===== config.mk =====
export PLATFORM = sky130hd
export DESIGN_NAME = symbol_mux_ser
export DESIGN_NICKNAME = d
export VERILOG_FILES = /design/src/rtl/symbol_mux_ser.sv
export SDC_FILE = /design/constraint.sdc
export NUM_CORES = 1
export LEC_CHECK = 0
export BUFFER_PORTS_ARGS = -buffer_cell sky130_fd_sc_hd__buf_2
export CORE_MARGIN = 2
export CORE_UTILIZATION = 40
export DETAILED_ROUTE_END_ITERATION = 7
export PLACE_DENSITY_LB_ADDON = 0.25
export SYNTH_ARGS = -nofsm -noshare
export SYNTH_HDL_FRONTEND = slang
export SYNTH_SLANG_ARGS = --single-unit

===== constraint.sdc =====
create_clock -name clk -period 3.9 [get_ports clk]
set_input_delay 0.585 -clock clk [delete_from_list [all_inputs] [get_ports clk]]
set_output_delay 0.585 -clock clk [all_outputs]
set_load 0.05 [all_outputs]

===== src/rtl/symbol_mux_ser.sv =====
`default_nettype none
// ============================================================================
// Module   : symbol_mux_ser
// Purpose  : Byte-to-symbol serializer. Each accepted byte is emitted as two
//            4-bit symbols; a new byte can load during the last symbol.
// Revision : 1.0  initial release
// ============================================================================
module symbol_mux_ser #(
    parameter int LSN_FIRST = 1,
    parameter int CNT_W     = 16
) (
    input  logic             clk,
    input  logic             reset,
    input  logic [7:0]       inByte,
    input  logic             inByteValid,
    input  logic             inByteLast,
    output logic             outByteReady,
    output logic [3:0]       outSym,
    output logic             outSymValid,
    output logic             outSymLast,
    input  logic             inSymReady,
    output logic             outSymIdx,
    output logic [CNT_W-1:0] outSymCnt
);

    localparam logic [1:0]       c_ST_EMPTY = 2'd0;
    localparam logic [1:0]       c_ST_S0    = 2'd1;
    localparam logic [1:0]       c_ST_S1    = 2'd2;
    localparam logic [CNT_W-1:0] c_CNT_ONE  = {{(CNT_W-1){1'b0}}, 1'b1};

    logic [1:0]       r_state;
    logic [1:0]       w_state_next;
    logic [7:0]       r_byte;
    logic             r_last;
    logic [CNT_W-1:0] r_sym_cnt;
    logic             w_byte_xfer;
    logic             w_sym_xfer;
    logic [3:0]       w_first_nib;
    logic [3:0]       w_second_nib;

    // Both handshakes are built from the reset-gated outputs, so neither can
    // fire while reset is high.
    assign w_byte_xfer  = inByteValid && outByteReady;
    assign w_sym_xfer   = outSymValid && inSymReady;
    assign w_first_nib  = (LSN_FIRST != 0) ? r_byte[3:0] : r_byte[7:4];
    assign w_second_nib = (LSN_FIRST != 0) ? r_byte[7:4] : r_byte[3:0];
    assign outSymCnt    = r_sym_cnt;

    always_ff @(posedge clk) begin
        if (reset) begin
            r_state <= c_ST_EMPTY;
        end else begin
            r_state <= w_state_next;
        end
    end

    always_comb begin
        w_state_next = r_state;
        case (r_state)
            c_ST_EMPTY: if (w_byte_xfer) w_state_next = c_ST_S0;
            c_ST_S0:    if (w_sym_xfer)  w_state_next = c_ST_S1;
            c_ST_S1:    if (w_sym_xfer)  w_state_next = w_byte_xfer ? c_ST_S0 : c_ST_EMPTY;
            default:    w_state_next = c_ST_EMPTY;
        endcase
    end

    // Only outByteReady looks at inSymReady; symbol outputs decode state alone.
    always_comb begin
        outByteReady = 1'b0;
        outSymValid  = 1'b0;
        outSym       = 4'h0;
        outSymIdx    = 1'b0;
        outSymLast   = 1'b0;
        if (!reset) begin
            outByteReady = (r_state == c_ST_EMPTY) || ((r_state == c_ST_S1) && inSymReady);
            case (r_state)
                c_ST_S0: begin
                    outSymValid = 1'b1;
                    outSym      = w_first_nib;
                end
                c_ST_S1: begin
                    outSymValid = 1'b1;
                    outSym      = w_second_nib;
                    outSymIdx   = 1'b1;
                    outSymLast  = r_last;
                end
                default: begin
                    outSymValid = 1'b0;
                end
            endcase
        end
    end

    always_ff @(posedge clk) begin
        if (reset) begin
            r_byte    <= 8'h00;
            r_last    <= 1'b0;
            r_sym_cnt <= '0;
        end else begin
            if (w_byte_xfer) begin
                r_byte <= inByte;
                r_last <= inByteLast;
            end
            if (w_sym_xfer) begin
                r_sym_cnt <= r_sym_cnt + c_CNT_ONE;
            end
        end
    end

endmodule
`default_nettype wire


Yosys cells after proc, flatten, opt, wreduce, memory -nomap -nowiden
Index checks and enable logic that the tools add are counted.
{"block": "classes", "add_sub_neg": 1, "mul": 0, "n_div": 0, "order_cmp": 0, "eq_ne": 5, "shift": 0, "muxes": 14, "bitwise": 0, "n_reduce_logical": 7}
{"operator": "16-bit by 1-bit adder with 16-bit output, second input constant", "count": 1}
{"operator": "1-bit 2-to-1 mux", "count": 8}
{"operator": "4-bit one-hot mux with 2 select lines", "count": 1}
{"operator": "2-bit 2-to-1 mux", "count": 3}
{"operator": "2-bit != test, second input constant", "count": 3}
{"operator": "2-bit one-hot mux with 3 select lines", "count": 1}
{"operator": "4-bit 2-to-1 mux", "count": 1}
{"operator": "1-bit logical AND", "count": 3}
{"operator": "3-bit AND reduction", "count": 1}
{"operator": "2-bit by 1-bit equality test with 1-bit output, second input constant", "count": 1}
{"operator": "2-bit equality test, second input constant", "count": 1}
{"operator": "2-bit logical NOT", "count": 1}
{"operator": "2-bit OR reduction", "count": 1}
{"operator": "1-bit logical OR", "count": 1}
{"block": "totals", "register_bits": 27, "latchBits": 0, "mem_bits_rw": 0, "mem_bits_ro": 0, "word_cells": 31, "n_memories": 0}

Logic depth before layout (Yosys ltp)
{"block": "logic_depth", "depth_word": 8, "depth_mapped": 8, "mapped_depth_nobuf": 6}

Worst setup path before layout
OpenSTA, ideal clock, no wires.
{"block": "synth_path", "path_type": "reg2out", "from": "register r_state[0]", "to": "output port outSymLast", "t_arrival_ps": 1984, "required_time_ps": 3315, "setup_slack_ps": 1331, "stages_incl_launch_ff": 5, "n_path_buf": 0, "cell_sequence": "dfxtp_1 -> inv_1 -> ha_1 -> nor2b_1 -> and2_1"}
{"block": "synth_via", "elab_chain_cells": 3}
{"element": "start, declared", "line": "31", "rtl": "logic [1:0] r_state;"}
{"element": "start signal, assigned", "line": "51", "rtl": "r_state <= c_ST_EMPTY;"}
{"element": "start signal, assigned", "line": "53", "rtl": "r_state <= w_state_next;"}
{"element": "2-bit equality test", "line": "76", "rtl": "case (r_state)"}
{"element": "1-bit 2-to-1 mux", "line": "76"}
{"element": "1-bit 2-to-1 mux", "line": "74", "rtl": "if (!reset) begin"}
{"element": "end, declared", "line": "20", "rtl": "output logic outSymLast,"}
Every way passes these cells.

Worst setup path after layout
{"block": "layout_path", "from": "register r_state[0]", "to": "output port outSym[2]"}
{"block": "layout_via", "elab_chain_cells": 3, "word_cells_on_any_way": 4, "classes_between": "2 x eq/ne; 2 x mux"}
{"element": "2-bit equality test / 2-bit by 1-bit equality test with 1-bit output (equally long branches)", "line": "76"}
{"element": "4-bit one-hot mux with 2 select lines *", "line": "76"}
{"element": "4-bit 2-to-1 mux *", "line": "74"}
{"element": "end, declared", "line": "18", "rtl": "output logic [3:0] outSym,"}
Mark *: on every way between the ends. The rest lies on a longest branch, timed or not.

==> flow_summary.yaml <==
outcome:
  outcome: "finished clean"
sta:
  period_minus_slack_ns: 2.34
  worst_slack_ns: 1.56
  relSlewSlack_pct: 64.8
  finClkSkew_ns: 0.00996
  fmax_mhz: 428
  tightest_slew_ns: 0.528
  fin_tns_setup_ns: 0
  hold_viol: 0
  slew_viol_final: 0
  fin_crit_sh_pct: 60.0
  finalSetupViolCount: 0
  rsz0062_at_grt: "false"
logic_synthesis:
  synth_top_area_cell: "dfxtp_1"
  ys_warn_count: 0
  synth.net_count: 167
  synth_common_cells: "dfxtp_1 (27), nor2_1 (14), a21oi_1 (11)"
  netlist_top_cells_area: "dfxtp_1 (41%), mux2_2 (7.7%), ha_1 (5.7%)"
  synth_most_common_cell: "dfxtp_1"
  syn_area_mm2: 0.00132
  yosysSeqAreaShare_pct: 40.9
  synth-seq-cells: 27
  ys.flop_type: "dfxtp_1"
  async_flop_share_pct: 0
  synth_cell_types: 30
  avgSynthCellArea_um2: 8.93
  synth_top_cell_area_share_pct: 40.9
  synth_edf_count: 0
  synth_cells: 148
detailed_routing:
  drc: 0
  viasPerCell: 5.07
  first_pass_iters: 4
  first_iter_violations: 44
  dr_total_vias: 1141
  ant_nets: 0
  wl_per_cell_um: 12.1
  drt-total-wl_um: 2720
global_routing:
  grt_pass1_vias: 1071
  grt_pass1_wl_um: 4460
  grt_usage_pct: 15.5
  top_usage_layer: "met2"
  grt_util_met3_pct: 3.36
  overflow: 0
  grt_util_met1_pct: 19.1
  grt_antenna_before_repair: 0
  grt_max_degree: 33
  met2_usage_pct: 26.7
setup_path:
  cp_cell_sequence: "inv_1, ha_1, nand2b_1, nor2_1, buf_2"
  critPathTopFamily: "flip-flops"
  worstSetupStartpointType: "flip-flop"
  worstPathRequired_ns: 3.31
  worstSetupEndpointType: "output port"
  rrSetupSlack_ns: 1.64
  path_class: "reg2out"
  r2r_cells: 6
  worst-path-max-fanout: 6
  cpMaxStageDelayCell: "dfxtp_1"
  cp_num_buf_inv: 2
  critPathMaxStageDelay_ns: 0.43
  worstPathArrival_ns: 1.75
  rr_startpoint: "r_state[0]"
  reg2reg_to: "outSymCnt[15]"
  path_depth: 5
power_and_ir_drop:
  ir_worst_vdd_mv: 0.281
  p_total_w: 0.000712
  p_per_area_mw_per_mm2: 459
  p_leak_nw: 0.677
clock_network:
  numClockSinks: 27
  cts_max_level: 1
  tritoncts: "built"
  cts.clk_slew.worst_paths_ns: 0.15
  cts_resized: 0
  cts_hold_buf: 0
  clockBufferDepth: 2
  cts_setup_buffers: 0
  clkLatencyLatePin_ns: 0.32
  cts-root-buf: "clkbuf_4"
  cts_made_buffers: 3
die:
  die_y_um: 61.5
  rows: 20
  fp.dieW_um: 61.5
  die-area_mm2: 0.00378
  initial_core_util_pct: 42.6
  core_area_mm2: 0.00310
  io_pins: 37
place:
  portBuffers: 36
  place_worst_setup_slack_ns: 1.53
  gp_congestion: 0.782
  hpwl_um: 2020
hold_path:
  min_to: "r_byte[1]"
  hp-class: "in2reg"
  min_from: "inByte[1]"
  hold_depth: 2
layout:
  drive_above_1_share_pct: 27.6
  nNetsFinal: 201
  area_delta_synth_final_pct: 17.3
  post-route-util_pct: 50.0
  diodes: 0
run:
  max_cap_viol_count: 0
## kinds of logic after synthesis
kind of cell / Yosys count / synth area share, %
DFF: 27 / 40.9
muxes: 10 / 8.43
AOI/OAI and AO/OA: 25 / 10.8
adders and majority gates: 6 / 5.68
xor gates and xnor gates: 7 / 4.64
buffers and inverters: 12 / 3.98
and+or+nand+nor: 61 / 25.6
## metrics by stage
step                instances  cell area, um2  hold slack (ns)
finish                    225            1550            0.479
global route              225            1550            0.456
CTS                       225            1550            0.467
detailed placement        221            1520            0.475
global placement          221            1520            0.466
floorplan                 148            1320            0.486
## cells in the final DEF, fill, tap and decap left out
master	count
buf_2	36
dfxtp_1	27
nor2_1	14
a21oi_1	11
nor2b_1	10
mux2_2	9
nand2_1	7
nand3_1	7
or3_1	7
xor2_1	7
o21ai_0	6
ha_1	6
inv_1	5
a22oi_1	4
nand4_1	4
and2_1	3
clkbuf_4	3
and4_1	2
o31ai_1	2
or4_1	2
nand2b_1	1
and3b_1	1
o22ai_1	1
mux2i_1	1
and4b_1	1
nand3_2	1
and3_1	1
a31oi_1	1
clkinv_2	1
## worst max path at each step
stage	startpoint	to	slack, ns
after global routing	r_state[0]	outSym[2]	1.37
after CTS	r_state[0]	outSym[2]	1.54
after floorplan	r_state[0]	outSymLast	1.33
after detailed placement	reset	outSymCnt[15]	1.53
after global placement	reset	outSymCnt[15]	1.61
final	r_state[0]	outSym[2]	1.56
## flip-flops by register name, summed over array words and instances (netlist names)
name	count
outSymCnt	16
r_byte	8
r_last	1
r_state	2
## per-layer routing
| metal | routed length, um | up-vias |
|---|---|---|
| met3 | 136 | 2 |
| li1 | - | 587 |
| met1 | 1240 | 524 |
| met5 | 0 | - |
| met2 | 1320 | 28 |
| met4 | 19 | 0 |
## area by class of cell
type | count | area, um2
Clock buffer | 3 | 22.5
Clock inverter | 1 | 5.00
Fill cell | 330 | 1550
Inverter | 5 | 18.8
Multi-Input combinational cell | 109 | 728
Sequential cell | 27 | 541
Tap cell | 44 | 55.1
Timing Repair Buffer | 36 | 180
## power by group
group	switching [W]	leakage (nW)	internal (W)
clock network	0.0000798	0.0177	0.0000383
logic	0.000162	0.440	0.0000964
registers	0.0000273	0.220	0.000308
Note: power is estimated with default switching activity, not from simulation.
